## config.mk

```make
export PLATFORM = sky130hd
export DESIGN_NAME = uart_tx
export DESIGN_NICKNAME = d
export VERILOG_FILES = /design/src/rtl/uart_tx.sv
export SDC_FILE = /design/constraint.sdc
export NUM_CORES = 1
export LEC_CHECK = 0
export ABC_AREA = 1
export CAP_MARGIN = 20
export CORE_MARGIN = 1
export CORE_UTILIZATION = 40
export DETAILED_ROUTE_END_ITERATION = 8
export GPL_TIMING_DRIVEN = 0
export RECOVER_POWER = 100
export SYNTH_ARGS = -nofsm -noshare
export SYNTH_HDL_FRONTEND = slang
export SYNTH_SLANG_ARGS = --single-unit
```

## constraint.sdc

```tcl
create_clock -name clk -period 1.35 [get_ports clk]
set_input_delay 0.135 -clock clk [delete_from_list [all_inputs] [get_ports clk]]
set_output_delay 0.135 -clock clk [all_outputs]
set_load 0.02 [all_outputs]
```

## src/rtl/uart_tx.sv

```systemverilog
// uart_tx: serial transmitter, 8N1-style framing with a configurable word width.
//
// One start bit (low), BITS_N data bits LSB first, one stop bit (high). Every
// bit is held for CLKS_PER_BIT clock cycles. A word is accepted on a rising
// edge where valid and ready are both high. The line idles high and is driven
// straight from a flip-flop so it never glitches.
//
// Ports
//   clk      : system clock, rising-edge active
//   rst      : asynchronous, active-high reset
//   data_tx  : word to transmit, sampled only at the handshake edge
//   valid    : producer has a word available
//   ready    : transmitter is idle and can take a word this cycle
//   uart_out : serial output line, idle high
module uart_tx #(
  parameter int CLKS_PER_BIT = 434,
  parameter int BITS_N       = 8
) (
  input  logic              clk,
  input  logic              rst,
  input  logic [BITS_N-1:0] data_tx,
  input  logic              valid,
  output logic              ready,
  output logic              uart_out
);

  localparam int CNT_W = (CLKS_PER_BIT > 1) ? $clog2(CLKS_PER_BIT) : 1;
  localparam int IDX_W = $clog2(BITS_N) + 1;

  localparam logic [CNT_W-1:0] CNT_LAST = CNT_W'(CLKS_PER_BIT - 1);
  localparam logic [IDX_W-1:0] IDX_LAST = IDX_W'(BITS_N - 1);

  typedef enum logic [1:0] {
    IDLE  = 2'd0,
    START = 2'd1,
    DATA  = 2'd2,
    STOP  = 2'd3
  } state_t;

  state_t            state;
  state_t            state_nxt;
  logic [CNT_W-1:0]  baud_cnt;
  logic [CNT_W-1:0]  baud_cnt_nxt;
  logic [IDX_W-1:0]  bit_idx;
  logic [IDX_W-1:0]  bit_idx_nxt;
  logic [BITS_N-1:0] shreg;
  logic [BITS_N-1:0] shreg_nxt;
  logic              uart_out_nxt;
  logic              bit_done;

  // Last cycle of the current serial bit.
  assign bit_done = (baud_cnt == CNT_LAST);

  assign ready = (state == IDLE);

  always_ff @(posedge clk or posedge rst) begin
    if (rst) begin
      state    <= IDLE;
      baud_cnt <= '0;
      bit_idx  <= '0;
      shreg    <= '0;
      uart_out <= 1'b1;
    end else begin
      state    <= state_nxt;
      baud_cnt <= baud_cnt_nxt;
      bit_idx  <= bit_idx_nxt;
      shreg    <= shreg_nxt;
      uart_out <= uart_out_nxt;
    end
  end

  always_comb begin
    state_nxt    = state;
    // The counter restarts at every bit boundary, so it can never wrap inside
    // a bit.
    baud_cnt_nxt = bit_done ? '0 : baud_cnt + CNT_W'(1);
    bit_idx_nxt  = bit_idx;
    shreg_nxt    = shreg;
    uart_out_nxt = uart_out;

    case (state)
      IDLE: begin
        baud_cnt_nxt = '0;
        bit_idx_nxt  = '0;
        uart_out_nxt = 1'b1;
        if (valid) begin
          state_nxt    = START;
          shreg_nxt    = data_tx;
          uart_out_nxt = 1'b0;
        end
      end

      START: begin
        if (bit_done) begin
          state_nxt    = DATA;
          bit_idx_nxt  = '0;
          uart_out_nxt = shreg[0];
          shreg_nxt    = shreg >> 1;
        end
      end

      DATA: begin
        if (bit_done) begin
          bit_idx_nxt = bit_idx + IDX_W'(1);
          if (bit_idx == IDX_LAST) begin
            state_nxt    = STOP;
            uart_out_nxt = 1'b1;
          end else begin
            // Shift register always presents the next bit at position 0.
            uart_out_nxt = shreg[0];
            shreg_nxt    = shreg >> 1;
          end
        end
      end

      STOP: begin
        if (bit_done) begin
          state_nxt    = IDLE;
          uart_out_nxt = 1'b1;
        end
      end

      default: begin
        state_nxt    = IDLE;
        uart_out_nxt = 1'b1;
      end
    endcase
  end

endmodule

```

==> flow_metrics.env, run 1 <==
export IMPL_status="finished with violations"
export IMPL_violations="negative setup slack"
export IMPL_r2r_slack_ns=-0.07
export IMPL_fin_worst_skew_ns=0.004718
export IMPL_yosysSeqAreaShare_pct=42.19
export IMPL_antenna_left=0
export IMPL_timing_final_crit_period_ns=1.421
export IMPL_routed_via_density=4.854
export IMPL_syn_area_um2=1426
export IMPL_drt_pre_antenna_iters=4
export IMPL_place_congestion=0.8473
export IMPL_fp_dieH_um=61.72
export IMPL_crit_required_ns=1.62
export IMPL_path_max_fanout=9
export IMPL_p_total_mw=4.142
export IMPL_timing_rr_start="state[1]"
export IMPL_antenna_found_initial=0
export IMPL_area_growth_pct=33.77
export IMPL_startpoint="state[1]"
export IMPL_final_nets=234
export IMPL_grt_pass1_wl_mm=5.154
export IMPL_worstPathCellList="inv_2 -> ha_4 -> inv_6 -> or2_4 -> nand2_4 -> inv_6 -> nand3_4 -> nand2_1 -> nand2_1"
export IMPL_maxCapViolCount=0
export IMPL_fin_ws_ns=-0.07085
export IMPL_drv_slew=0
export IMPL_post_drt_wl_per_cell_um=12.28
export IMPL_numCtsBuffers=3
export IMPL_critical_path_arrival_ns=1.69
export IMPL_grt_pass1_vias=1221
export IMPL_diodes=0
export IMPL_final_layout_size_suffix_gt1_share_pct=30.23
export IMPL_grt_max_degree=25
export IMPL_placed_area_um2=1622
export IMPL_port_buffers=12
export IMPL_place_inst=235
export IMPL_insertion_delay_ns=0.32
export IMPL_reg2reg_to="shreg[1]"
export IMPL_combPwrFrac_pct=64.6
export IMPL_max_freq_mhz=703.8
export IMPL_ctsHtreeMaxLevel=1
export IMPL_power_density_nw_per_um2=2171
export IMPL_worstSetupStartpointType="register"
export IMPL_dpl_hpwl_mm=2.049
export IMPL_power_switching_mw=1.896
export IMPL_hold_path_class="in -> reg"
export IMPL_tightest_slew_ns=0.3317
export IMPL_io_pins=13
export IMPL_ir_drop_mv=1.255
export IMPL_rsz0062_at_grt="true"
export IMPL_setup_tns_final_ns=-0.6407
export IMPL_syn_instance_count=177
export IMPL_intPower_mw=2.246
export IMPL_synth_area_top_cells="dfrtp_1, nand2_1, ha_1"
export IMPL_drcViolationCount=0
export IMPL_p_leak_nw=0.9430
export IMPL_initial_core_util_pct=42.41
export IMPL_ys_ff_latch=24
export IMPL_ys_warn_count=0
export IMPL_cts_root_buf="clkbuf_4"
export IMPL_slowest_delay_ns=0.47
export IMPL_period_share_pct=105.2
export IMPL_cts_clk_slew_worst_paths_ns=0.14
export IMPL_synth_nets=195
export IMPL_rr_worst_depth=9
export IMPL_critPathKind="reg -> reg"
export IMPL_slowest_stage="dfrtp_2"
export IMPL_clockPowerShare_pct=9.5
export IMPL_dieArea_um2=3809
export IMPL_design_area_um2=1908
export IMPL_slew_headroom_pct=77.89
export IMPL_hold_viol_final=0
export IMPL_drtIter0Drc=39
export IMPL_synth_cell_types=28
export IMPL_clk_path_buf_depth=2
export IMPL_drt_total_wl_mm=3.204
export IMPL_setup_viol=15
export IMPL_cts_tree="done"
export IMPL_core_area_um2=3363
export IMPL_vias=1267
export IMPL_fp_row_count=21
export IMPL_switching_share_pct=45.78
export IMPL_grt_total_usage_pct=18.44
export IMPL_yosys_area_top_type_share_pct=40.35
export IMPL_synth_area_leader_cell="dfrtp_1"
export IMPL_utilization_pct=56.73
export IMPL_cts_sinks=24
export IMPL_endpoint="shreg[1]"
export IMPL_layout_cells_non_filler=261
export IMPL_grt_overflow=0
export IMPL_dieWidth_um=61.72
export IMPL_pwr_share_seq_pct=25.9
export IMPL_avgSynthCellArea_um2=8.059
export IMPL_end_kind="register"
per-layer routing:
layer	GRT usage (%)	up-vias	wire length, µm
met2	32.57	15	1685
met3	2.277	4	71
met1	22.63	600	1418
li1	-	648	-
met4	7.937	0	29
met5	0	-	0
kinds of logic after synthesis:
family                     after synthesis  share of synthesized area (%)
AOI/OAI and AO/OA                       14                          5.877
adders and majority gates                7                          6.140
buffers and inverters                   26                          7.017
and+or+nand+nor                        104                          37.54
xor gates and xnor gates                 2                          1.228
DFF                                     24                          42.19
flip-flops by register name (all words and copies together) (netlist names):
name and count:
shreg 8, uart_out 1, state 2, bit_idx 4
baud_cnt 9
placed cells by master (no fill, tap or decap), types with 2 or more instances in the layout:
cell type	count
buf_4	20
o21ai_2	4
nand4_1	13
inv_1	17
nor2_1	11
inv_2	4
clkdlybuf4s50_1	9
nor2_2	3
ha_4	3
dfrtp_2	2
nand2_1	49
clkbuf_4	4
dlygate4sd3_1	2
nand3_2	2
inv_6	2
nand2_2	3
nand2_4	5
nand3_1	10
nand2_8	3
o21ai_0	7
ha_1	4
dfrtp_1	21
worst min-delay path by stage:
| stage | startpoint | endpoint | slack [ns] | cells after the start |
|---|---|---|---|---|
| after floorplan | rst | baud_cnt[0] | 0.15 | 1 |
| after global placement | shreg[1] | shreg[1] | 0.45 | 2 |
| after detailed placement | shreg[6] | shreg[6] | 0.46 | 2 |
| after CTS | rst | baud_cnt[2] | 0.35 | 2 |
| after global routing | data_tx[0] | shreg[0] | 0.49 | 5 |
| final | data_tx[7] | shreg[7] | 0.45 | 5 |
power groups by stage:
stage                     sequential, mW  combinational, mW  clock, mW
after CTS                           1.08               2.28      0.410
after global placement              1.09               1.88          0
final                               1.07               2.67      0.393
after global routing                1.10               2.94      0.436
after floorplan                     1.08               1.50          0
after detailed placement            1.09               1.93          0
what timing repair did:
action,in CTS,in global routing
hold endpoints to repair,0,1
buffers inserted,12,8
endpoints found under the setup margin,18,21
gates cloned,1,0
hold buffers,0,1
pin swaps,5,8
resized for setup,11,20
cell usage after synthesis, drive strengths merged:
cell    instances
xor2            1
nand3          13
a21oi           1
ha              7
o211ai          1
nor3            2
or2             2
nor2           15
nand2          59
inv            25
nand4          13
dfstp           1
o21ai          12
xnor2           1
dfrtp          23
clkbuf          1
critical path, delay by kind of cell (launching register included):
kind / cells / cell delay (ns)
adder cells (fa/ha/maj): 1 / 0.18
buffers and inverters: 3 / 0.18
flip-flops: 1 / 0.47
AND/OR/NAND/NOR: 5 / 0.55
stage by stage:
stage | setup WS (ns) | hold WS (ns)
floorplan | -0.01597 | 0.1489
global placement | -0.2270 | 0.4549
detailed placement | -0.2556 | 0.4585
CTS | -0.08957 | 0.3545
global route | -0.1549 | 0.4921
finish | -0.07085 | 0.4474
cell type report:
class	instances	area, µm²
Multi-Input combinational cell	128	819.5
Clock buffer	4	36.28
Timing Repair Buffer	34	276.5
Sequential cell	24	604.3
Inverter	25	113.9
Tap cell	46	57.56
Fill cell	334	1455
(Power assumes the default switching activity.)
==> inputs of run 2 (changes only) <==
--- a/config.mk
+++ b/config.mk
@@ -8,7 +8,7 @@
 export ABC_AREA = 1
 export CAP_MARGIN = 20
 export CORE_MARGIN = 1
-export CORE_UTILIZATION = 40
+export CORE_UTILIZATION = 30
 export DETAILED_ROUTE_END_ITERATION = 8
 export GPL_TIMING_DRIVEN = 0
 export RECOVER_POWER = 100
==> run 2 against run 1 <==
Net effect: flip-flop and latch count unchanged; combinational power decreased by 12%; largest power group unchanged; clock power increased by 67%; sequential share of layout area increased by 0.72 points; the run still ends with negative setup slack left; register-to-register slack got worse by 0.03 ns.
==> flow_metrics.env, run 2 (synthesis gave the netlist of run 1 again) <==
export IMPL_status="finished with violations"
export IMPL_violations="negative setup slack"
export IMPL_reg_top3="baud_cnt x9, shreg x8, bit_idx x4"
export IMPL_tightest_slew_ns=0.9506
export IMPL_drcViolationCount=0
export IMPL_grt_total_usage_pct=12.11
export IMPL_intPower_mw=2.321
export IMPL_grt_max_degree=25
export IMPL_switching_share_pct=43.27
export IMPL_drtIter0Drc=50
export IMPL_post_drt_wl_per_cell_um=10.93
export IMPL_antenna_left=0
export IMPL_drt_total_wl_mm=2.775
export IMPL_fp_row_count=24
export IMPL_hold_viol_final=0
export IMPL_dpl_hpwl_mm=1.919
export IMPL_drv_slew=0
export IMPL_path_max_fanout=9
export IMPL_cts_root_buf="clkbuf_8"
export IMPL_cts_tree="done"
export IMPL_slew_headroom_pct=36.56
export IMPL_largest_reg_flops=9
export IMPL_drt_pre_antenna_iters=4
export IMPL_place_congestion=0.7709
export IMPL_holdBufCountCts=0
export IMPL_critPathKind="reg -> reg"
export IMPL_ctsHtreeMaxLevel=1
export IMPL_final_nets=221
export IMPL_rsz0062_at_grt="true"
export IMPL_critical_path_arrival_ns=1.67
export IMPL_diodes=0
export IMPL_cts_clk_slew_worst_paths_ns=0.10
export IMPL_p_leak_nw=0.9112
export IMPL_ir_drop_mv=0.9545
export IMPL_dieArea_um2=5035
export IMPL_worstSetupStartpointType="register"
export IMPL_pwr_share_seq_pct=26.3
export IMPL_power_density_nw_per_um2=2198
export IMPL_dieWidth_um=70.96
export IMPL_numCtsBuffers=3
export IMPL_setup_viol=12
export IMPL_fp_dieH_um=70.96
export IMPL_place_ws_ns=-0.2040
export IMPL_maxCapViolCount=0
export IMPL_routed_via_density=4.594
export IMPL_insertion_delay_ns=0.27
export IMPL_final_layout_size_suffix_gt1_share_pct=25.25
export IMPL_mostFrequentLayoutCells="nand2_1, dfrtp_1, inv_1, nand4_1, nor2_1"
export IMPL_grt_pass1_vias=1073
export IMPL_fin_worst_skew_ns=0.004657
export IMPL_area_growth_pct=30.53
export IMPL_combPwrFrac_pct=57.6
export IMPL_cts_sinks=24
export IMPL_regMostFlops="baud_cnt"
export IMPL_antenna_found_initial=0
export IMPL_fin_ws_ns=-0.09773
export IMPL_vias=1167
export IMPL_io_pins=13
export IMPL_core_area_um2=4474
export IMPL_final_common_cell="nand2_1"
export IMPL_filler_cell_count=437
export IMPL_crit_required_ns=1.57
export IMPL_setup_tns_final_ns=-0.7882
export IMPL_max_freq_mhz=690.7
export IMPL_clockPowerShare_pct=16.1
export IMPL_end_kind="register"
export IMPL_period_share_pct=107.2
export IMPL_port_buffers=12
export IMPL_clk_path_buf_depth=2
export IMPL_timing_final_crit_period_ns=1.448
export IMPL_initial_core_util_pct=31.88
export IMPL_power_switching_mw=1.771
export IMPL_grt_overflow=0
export IMPL_hold_path_class="reg -> reg"
export IMPL_grt_pass1_wl_mm=4.802
[run 2: changes by cell type in the layout (fill, tap and decap cells not counted), sizes merged]
cell         previous run  this run
clkbuf                  6         4
nand2                  60        59
dlygate4sd2             0         1
buf                    21        10
bufinv                  0         1
dlygate4sd3             2         1
[run 2: power groups by stage]
| stage | Sequential, mW | Clock [mW] | Combinational (mW) |
|---|---|---|---|
| after floorplan | 1.08 | 0 | 1.50 |
| after global placement | 1.09 | 0 | 1.89 |
| after detailed placement | 1.09 | 0 | 1.90 |
| after CTS | 1.07 | 0.670 | 2.22 |
| after global routing | 1.11 | 0.696 | 2.64 |
| final | 1.08 | 0.658 | 2.36 |
[run 2: final timing paths]
| kind | startpoint | slack (ns) | end | cells after the start |
|---|---|---|---|---|
| worst max-delay path | state[0] | -0.1 | shreg[3] | 9 |
| worst min-delay path | shreg[1] | 0.48 | shreg[1] | 2 |
| worst max register to register | state[0] | -0.1 | shreg[3] | 9 |
| worst min register to register | shreg[1] | 0.48 | shreg[1] | 2 |
| max in group asynchronous | rst | 0.20 | state[1] | 2 |
| min in group asynchronous | rst | 0.51 | baud_cnt[3] | 2 |
[run 2: routing by layer]
layer  up-vias  track usage (%)  share of wire [%]
met5         -                0                  0
met4         0            4.000               0.36
met3         2            1.709                2.1
met2        16            20.73                 49
met1       529            15.77                 48
li1        620                -                  -
[run 2: repair_timing]
action,CTS,global route
endpoints found under the setup margin,18,19
setup buffers,7,3
cloned,0,0
pin swaps,6,7
gates resized for setup,15,12
[run 2: metrics by stage]
step	util [%]	hold WS [ns]	cells	total power [mW]	cell area, µm²
6_report	41.61	0.4756	254	4.092	1862
5_1_grt	41.61	0.4977	254	4.438	1862
4_1_cts	40.10	0.4117	251	3.962	1794
3_5_place_dp	36.41	0.4607	241	2.996	1629
3_3_place_gp	36.41	0.4565	241	2.985	1629
2_1_floorplan	-	0.1489	177	2.579	1444
[run 2: critical path, stage by stage (launching register included)]
cell     delay, ns
dfrtp_1       0.43
inv_2         0.12
ha_4          0.17
inv_6         0.05
or2_4         0.26
nand2_4       0.09
inv_8         0.05
nand3_4       0.10
nand2_1       0.06
nand2_1       0.06
[run 2: area by class of cell]
| class | count | area (µm²) | share of cell area [%] |
|---|---|---|---|
| multi-input combinational | 127 | 809.5 | 43.48 |
| timing repair buffer | 22 | 201.4 | 10.82 |
| tap | 52 | 65.06 | 3.495 |
| inverter | 25 | 111.4 | 5.981 |
| clock inverter | 1 | 30.03 | 1.613 |
| sequential | 24 | 603.1 | 32.39 |
| clock buffer | 3 | 41.29 | 2.218 |
